## config.mk

```make
export PLATFORM = sky130hd
export DESIGN_NAME = i2c_target
export DESIGN_NICKNAME = d
export VERILOG_FILES = /design/src/rtl/i2c_pkg.sv /design/src/rtl/i2c_line_filter.sv /design/src/rtl/i2c_target.sv
export SDC_FILE = /design/constraint.sdc
export NUM_CORES = 1
export LEC_CHECK = 0
export ABC_AREA = 1
export CAP_MARGIN = 10
export CORE_MARGIN = 4
export CORE_UTILIZATION = 35
export DETAILED_ROUTE_END_ITERATION = 7
export HOLD_SLACK_MARGIN = 0.15
export PLACE_DENSITY = 0.56
export SYNTH_ARGS = -nofsm -noshare
export SYNTH_HDL_FRONTEND = slang
export SYNTH_SLANG_ARGS = --single-unit
```

## constraint.sdc

```tcl
create_clock -name clock -period 1.45 [get_ports clock]
set_input_delay 0.145 -clock clock [delete_from_list [all_inputs] [get_ports clock]]
set_output_delay 0.145 -clock clock [all_outputs]
set_load 0.03 [all_outputs]
```

## src/rtl/i2c_pkg.sv

```systemverilog
// Shared I2C definitions: FSM state encodings, ACK/NACK bit values and the
// R/W bit position. Usable by both the target and an initiator.
package i2c_pkg;

  localparam logic [6:0] DEFAULT_DEV_ADDR = 7'h1A;
  localparam logic       ACK              = 1'b0;
  localparam logic       NACK             = 1'b1;
  localparam int         RW_BIT           = 0;

  typedef enum logic [3:0] {
    ST_IDLE,
    ST_DEV_ADDR,
    ST_DEV_ACK,
    ST_REG_ADDR,
    ST_REG_ACK,
    ST_WR_DATA,
    ST_WR_ACK,
    ST_RD_DATA,
    ST_RD_ACK,
    ST_IGNORE
  } state_e;

endpackage

```

## src/rtl/i2c_line_filter.sv

```systemverilog
// One bus line: 2-FF synchronizer, 3-sample agreement filter, and registered
// rise/fall pulses aligned with the filtered level (5 clocks pad-to-edge).
module i2c_line_filter (
  input  logic clock,
  input  logic reset,
  input  logic line_in,
  output logic level,
  output logic rise,
  output logic fall
);

  logic [1:0] sync_q, sync_d;
  logic [1:0] hist_q, hist_d;
  logic       filt_q, filt_d;
  logic       rise_q, rise_d;
  logic       fall_q, fall_d;

  // NOTE: combinational blocks use blocking '=' and assign every output first,
  // so no latch can be inferred; the flop block below uses non-blocking '<='.
  always_comb begin
    sync_d = {sync_q[0], line_in};
    hist_d = {hist_q[0], sync_q[1]};
    filt_d = filt_q;
    if (sync_q[1] && (&hist_q))        filt_d = 1'b1;
    else if (!sync_q[1] && !(|hist_q)) filt_d = 1'b0;
    rise_d = filt_d & ~filt_q;
    fall_d = ~filt_d & filt_q;
  end

  // NOTE: the pipeline resets to the idle-bus level (high) so that releasing
  // reset on a quiet bus never produces a spurious edge.
  always_ff @(posedge clock) begin
    if (reset) begin
      sync_q <= 2'b11;
      hist_q <= 2'b11;
      filt_q <= 1'b1;
      rise_q <= 1'b0;
      fall_q <= 1'b0;
    end else begin
      sync_q <= sync_d;
      hist_q <= hist_d;
      filt_q <= filt_d;
      rise_q <= rise_d;
      fall_q <= fall_d;
    end
  end

  assign level = filt_q;
  assign rise  = rise_q;
  assign fall  = fall_q;

endmodule

```

## src/rtl/i2c_target.sv

```systemverilog
// I2C target with an 8-bit auto-incrementing register pointer and
// write-strobe / read-fetch ports into a local register bank.
module i2c_target
  import i2c_pkg::*;
#(
  parameter logic [6:0] DEV_ADDR = DEFAULT_DEV_ADDR
) (
  input  logic       clock,
  input  logic       reset,
  input  logic       scl_in,
  input  logic       sda_in,
  output logic       sda_drive_low,
  output logic [7:0] reg_addr,
  output logic [7:0] wr_data,
  output logic       wr_en,
  input  logic [7:0] rd_data,
  output logic       rd_en,
  output logic       busy
);

  logic scl_lvl, scl_rise, scl_fall;
  logic sda_lvl, sda_rise, sda_fall;

  i2c_line_filter u_scl_filter (
    .clock(clock), .reset(reset), .line_in(scl_in),
    .level(scl_lvl), .rise(scl_rise), .fall(scl_fall)
  );

  i2c_line_filter u_sda_filter (
    .clock(clock), .reset(reset), .line_in(sda_in),
    .level(sda_lvl), .rise(sda_rise), .fall(sda_fall)
  );

  state_e     state_q, state_d;
  logic [6:0] shift_q, shift_d;
  logic [3:0] bit_cnt_q, bit_cnt_d;
  logic       rw_q, rw_d;
  logic [7:0] reg_addr_q, reg_addr_d;
  logic [7:0] wr_data_q, wr_data_d;
  logic       wr_en_q, wr_en_d;
  logic       rd_en_q, rd_en_d;
  logic       drive_q, drive_d;
  logic       busy_q, busy_d;

  logic       start_cond, stop_cond;
  logic [7:0] byte_in;

  assign start_cond = sda_fall & scl_lvl;
  assign stop_cond  = sda_rise & scl_lvl;
  assign byte_in    = {shift_q, sda_lvl};

  always_comb begin
    state_d    = state_q;
    shift_d    = shift_q;
    bit_cnt_d  = bit_cnt_q;
    rw_d       = rw_q;
    wr_data_d  = wr_data_q;
    wr_en_d    = 1'b0;
    rd_en_d    = 1'b0;
    drive_d    = drive_q;
    busy_d     = busy_q;
    // Post-write increment lands the cycle after the strobe.
    reg_addr_d = wr_en_q ? reg_addr_q + 8'd1 : reg_addr_q;

    if (start_cond) begin
      state_d   = ST_DEV_ADDR;
      bit_cnt_d = 4'd0;
      drive_d   = 1'b0;
    end else if (stop_cond) begin
      state_d   = ST_IDLE;
      drive_d   = 1'b0;
      busy_d    = 1'b0;
    end else begin
      unique case (state_q)
        ST_DEV_ADDR, ST_REG_ADDR, ST_WR_DATA: begin
          if (scl_rise) begin
            shift_d   = byte_in[6:0];
            bit_cnt_d = bit_cnt_q + 4'd1;
            if (bit_cnt_q == 4'd7) begin
              bit_cnt_d = 4'd0;
              if (state_q == ST_DEV_ADDR) begin
                if (byte_in[7:1] == DEV_ADDR) begin
                  busy_d  = 1'b1;
                  rw_d    = byte_in[RW_BIT];
                  state_d = ST_DEV_ACK;
                end else begin
                  busy_d  = 1'b0;
                  state_d = ST_IGNORE;
                end
              end else if (state_q == ST_REG_ADDR) begin
                reg_addr_d = byte_in;
                state_d    = ST_REG_ACK;
              end else begin
                wr_data_d = byte_in;
                wr_en_d   = 1'b1;
                state_d   = ST_WR_ACK;
              end
            end
          end
        end
        // bit_cnt 0: waiting to drive ACK; 1: ACK driven, waiting to release.
        ST_DEV_ACK, ST_REG_ACK, ST_WR_ACK: begin
          if (scl_fall) begin
            if (bit_cnt_q == 4'd0) begin
              drive_d   = 1'b1;
              bit_cnt_d = 4'd1;
            end else begin
              drive_d   = 1'b0;
              bit_cnt_d = 4'd0;
              if (state_q == ST_DEV_ACK && rw_q) begin
                rd_en_d = 1'b1;
                state_d = ST_RD_DATA;
              end else if (state_q == ST_DEV_ACK) begin
                state_d = ST_REG_ADDR;
              end else begin
                state_d = ST_WR_DATA;
              end
            end
          end
        end
        ST_RD_DATA: begin
          if (rd_en_q) begin
            shift_d = rd_data[6:0];
            drive_d = ~rd_data[7];
          end else if (scl_rise) begin
            bit_cnt_d = bit_cnt_q + 4'd1;
          end else if (scl_fall) begin
            if (bit_cnt_q == 4'd8) begin
              drive_d   = 1'b0;
              bit_cnt_d = 4'd0;
              state_d   = ST_RD_ACK;
            end else begin
              drive_d = ~shift_q[6];
              shift_d = {shift_q[5:0], 1'b0};
            end
          end
        end
        ST_RD_ACK: begin
          if (scl_rise) begin
            if (sda_lvl == ACK) begin
              bit_cnt_d  = 4'd1;
              reg_addr_d = reg_addr_q + 8'd1;
            end else begin
              state_d = ST_IGNORE;
            end
          end else if (scl_fall && bit_cnt_q == 4'd1) begin
            bit_cnt_d = 4'd0;
            rd_en_d   = 1'b1;
            state_d   = ST_RD_DATA;
          end
        end
        default: ;
      endcase
    end
  end

  always_ff @(posedge clock) begin
    if (reset) begin
      state_q    <= ST_IDLE;
      shift_q    <= '0;
      bit_cnt_q  <= '0;
      rw_q       <= 1'b0;
      reg_addr_q <= '0;
      wr_data_q  <= '0;
      wr_en_q    <= 1'b0;
      rd_en_q    <= 1'b0;
      drive_q    <= 1'b0;
      busy_q     <= 1'b0;
    end else begin
      state_q    <= state_d;
      shift_q    <= shift_d;
      bit_cnt_q  <= bit_cnt_d;
      rw_q       <= rw_d;
      reg_addr_q <= reg_addr_d;
      wr_data_q  <= wr_data_d;
      wr_en_q    <= wr_en_d;
      rd_en_q    <= rd_en_d;
      drive_q    <= drive_d;
      busy_q     <= busy_d;
    end
  end

  assign sda_drive_low = drive_q;
  assign reg_addr      = reg_addr_q;
  assign wr_data       = wr_data_q;
  assign wr_en         = wr_en_q;
  assign rd_en         = rd_en_q;
  assign busy          = busy_q;

endmodule

```

==> results.ini <==
[outcome]
outcome=complete, but fails checks
violations=negative setup slack

[min_path]
hold_path_depth=2
hold_end=u_scl_filter.sync_q[0]
min-delay-start=scl_in
hold_class=input port to register

[pwr]
p_sw_share_pct=40.5
switchingPower_mw=1.88
powerDensity_nw_per_um2=1030
seq_power_share_pct=36.0
p_comb_share_pct=44.0
vdd_drop_max_mv=0.701
power.total_mw=4.63
p_clk_share_pct=20.0
internal-power_mw=2.76
power.leakage_nw=2.16

[clocking]
cts_tree=yes
clk_pin_slew_ns=0.10
cts_root_buf=clkbuf_8
clk_latency_ns=0.32
cts-htree-levels=2
cts_buffers=5
clock_sinks=50
ctsLongestPathBuffers=2
cts_hold_buf=0

[logic_synthesis]
yosys-top-cells-count=nand2_1 (114), nor2_1 (59), dfxtp_1 (50)
syn_avg_cell_area_um2=6.64
ys_ff_latch=50
synthArstFlopShare_pct=0
ys.flop_type=dfxtp_1
yosysMostFrequentCell=nand2_1
yosysWarnings=0
synth_top_area_share_pct=33.5
netlist_instances=450
ys_types=40
syn_nets=466
yosysTopAreaCell=dfxtp_1
syn_area_um2=2990
synth_edf_count=0
ys_top_cells_by_area=dfxtp_1 (34%), nand2_1 (14%), nor2_1 (7.4%)
synth-seq-area-share_pct=33.5

[critical_path]
critPathMaxStageDelay_ns=0.40
path_class=register to register
slowest_stage=dfxtp_4
r2r_cells=9
crit_required_ns=1.67
path_buf_inv=3
crit_top_cell=nand2_8
ff2ff_setup_slack_ns=-0.15
r2r_end=shift_q[5]
crit_chain=inv_6 -> nor2_4 -> nand2_8 -> clkinv_8 -> nand2_8 -> buf_6 -> mux2_4 -> nor2_2 -> nor2_1
crit_path_max_fanout=8
timing.rr.start=state_q[0]
worst_setup_path_start_kind=register
crit_arrival_ns=1.82
endpoint_kind=register
crit_family=simple AND/OR/NAND/NOR gates

[route]
drtIter0Drc=113
vias=3263
dr.pass1.iters=4
viasPerCell=4.90
wl_per_cell_um=14.3
totalWireLength_um=9550
drc=0
ant_nets=0

[finish]
drive_gt1_share_pct=36.5
design_area_um2=4500
final_util_pct=54.5
finalNetCount=576
diodes=0
area_growth_pct=50.5

[job]
cap_violations=0

[global_route]
grt_max_degree=19
antenna_found_initial=0
grt_usage_pct=18.4
grt_pass1_vias=3111
grt_overflow_total=0
grt_pass1_wl_um=14900

[timing]
finalCriticalPeriod_ns=1.60
slew_violations=0
fin_skew_ns=0.0145
finalSetupViolCount=33
hold_viol=0
rsz0062_at_grt=yes
fin_setup_tns_ns=-2.77
slew_headroom_pct=76.3
fin_crit_sh_pct=110
tightest_slew_ns=0.354
fmax_mhz=627
hold_ws_ns=0.385
layout_setup_ws_ns=-0.145

[placed_design]
port_buffers=31
gp_congestion=0.880
dp_hpwl_um=6740
placed_cell_area_um2=3910

[floorplanning]
num_io_pins=32
die_w_um=100
core_area_um2=8260
dieArea_um2=10100
die_h_um=100
start_util_pct=36.2
rows=33

==> cells in the final DEF (no fill, tap or decap), types with 4 or more instances in the layout <==
| master | count |
|---|---|
| nand3_2 | 8 |
| mux2_2 | 5 |
| a211oi_1 | 4 |
| o21ai_0 | 17 |
| a31oi_1 | 5 |
| a21oi_1 | 9 |
| nor2_1 | 45 |
| buf_4 | 67 |
| buf_6 | 11 |
| nor2_2 | 11 |
| dfxtp_4 | 7 |
| o21ai_2 | 4 |
| dfxtp_2 | 7 |
| nand3_1 | 29 |
| a21oi_2 | 10 |
| inv_1 | 42 |
| or2_2 | 4 |
| nand2_1 | 105 |
| nor2_4 | 10 |
| dlygate4sd2_1 | 20 |
| inv_2 | 9 |
| nor3_1 | 5 |
| o21ai_1 | 16 |
| a211oi_2 | 5 |
| clkdlybuf4s50_1 | 11 |
| nand2_4 | 5 |
| nand2_2 | 11 |
| nand2_8 | 4 |
| dfxtp_1 | 36 |
| clkbuf_8 | 5 |
==> per-stage QoR <==
stage	std cells	worst slack, ns
after global routing	666	-0.242
after global placement	641	-0.174
final	666	-0.145
after floorplan	450	-0.0233
after detailed placement	641	-0.180
after CTS	658	-0.124
==> worst reg2reg max path: cells and delay by family (launching register included) <==
family | cells | cell delay (ns)
flops | 1 | 0.40
simple gates | 5 | 0.54
mux | 1 | 0.29
buf+inv | 3 | 0.29
==> cell families (layout without fill, tap and decap cells) <==
logic type,after synthesis,in the layout,share of synthesized area (%)
simple gates,245,246,37.8
compound gates,76,76,14.9
buf+inv,66,176,9.00
flops,50,50,33.5
mux,6,6,2.26
fa+ha+maj,4,4,1.68
xor+xnor,3,3,0.880
==> sequential cells by signal (all words and copies together) (netlist names), 2 cells and up <==
register / flops
bit_cnt_q: 4
reg_addr: 8
shift_q: 7
state_q: 4
u_scl_filter.hist_q: 2
u_scl_filter.sync_q: 2
u_sda_filter.hist_q: 2
u_sda_filter.sync_q: 2
wr_data: 8
==> power groups by stage <==
stage          Combinational, mW  Sequential (mW)  Clock [mW]
6_report                    2.04             1.67       0.925
5_1_grt                     2.24             1.69       0.994
4_1_cts                     1.76             1.64       0.934
3_3_place_gp                1.70             1.66           0
2_1_floorplan               1.05             1.66           0
3_5_place_dp                1.70             1.66           0
==> layer usage <==
metal / GRT usage (%) / share of wire [%] / vias to the layer above
li1: - / - / 1678
met1: 24.8 / 46 / 1518
met2: 31.0 / 49 / 54
met3: 3.06 / 3.9 / 13
met4: 3.52 / 1.2 / 0
met5: 0 / 0 / -
==> cell type report <==
type,instances,area [µm²]
fill,817,3760
clock inverter,3,28.8
tap,105,131
timing repair buffer,111,952
sequential,50,1040
inverter,57,239
clock buffer,5,68.8
multi-input combinational,335,2040
==> repair_timing <==
action | 4_1_cts | 5_1_grt
buffers inserted | 8 | 9
pin swaps | 8 | 25
cloned | 2 | 1
gates resized for setup | 55 | 81
setup endpoints to repair | 53 | 34
==> worst max path at each step <==
stage	end	start	slack, ns	cells after the start
after floorplan	wr_data[6]	bit_cnt_q[1]	-0.02	8
after global placement	reg_addr[4]	bit_cnt_q[0]	-0.17	11
after detailed placement	reg_addr[4]	bit_cnt_q[0]	-0.18	11
after CTS	reg_addr[6]	bit_cnt_q[1]	-0.12	11
after global routing	wr_data[5]	bit_cnt_q[1]	-0.24	8
final	shift_q[5]	state_q[0]	-0.15	9
No activity file was read; power rests on OpenSTA's default activity.
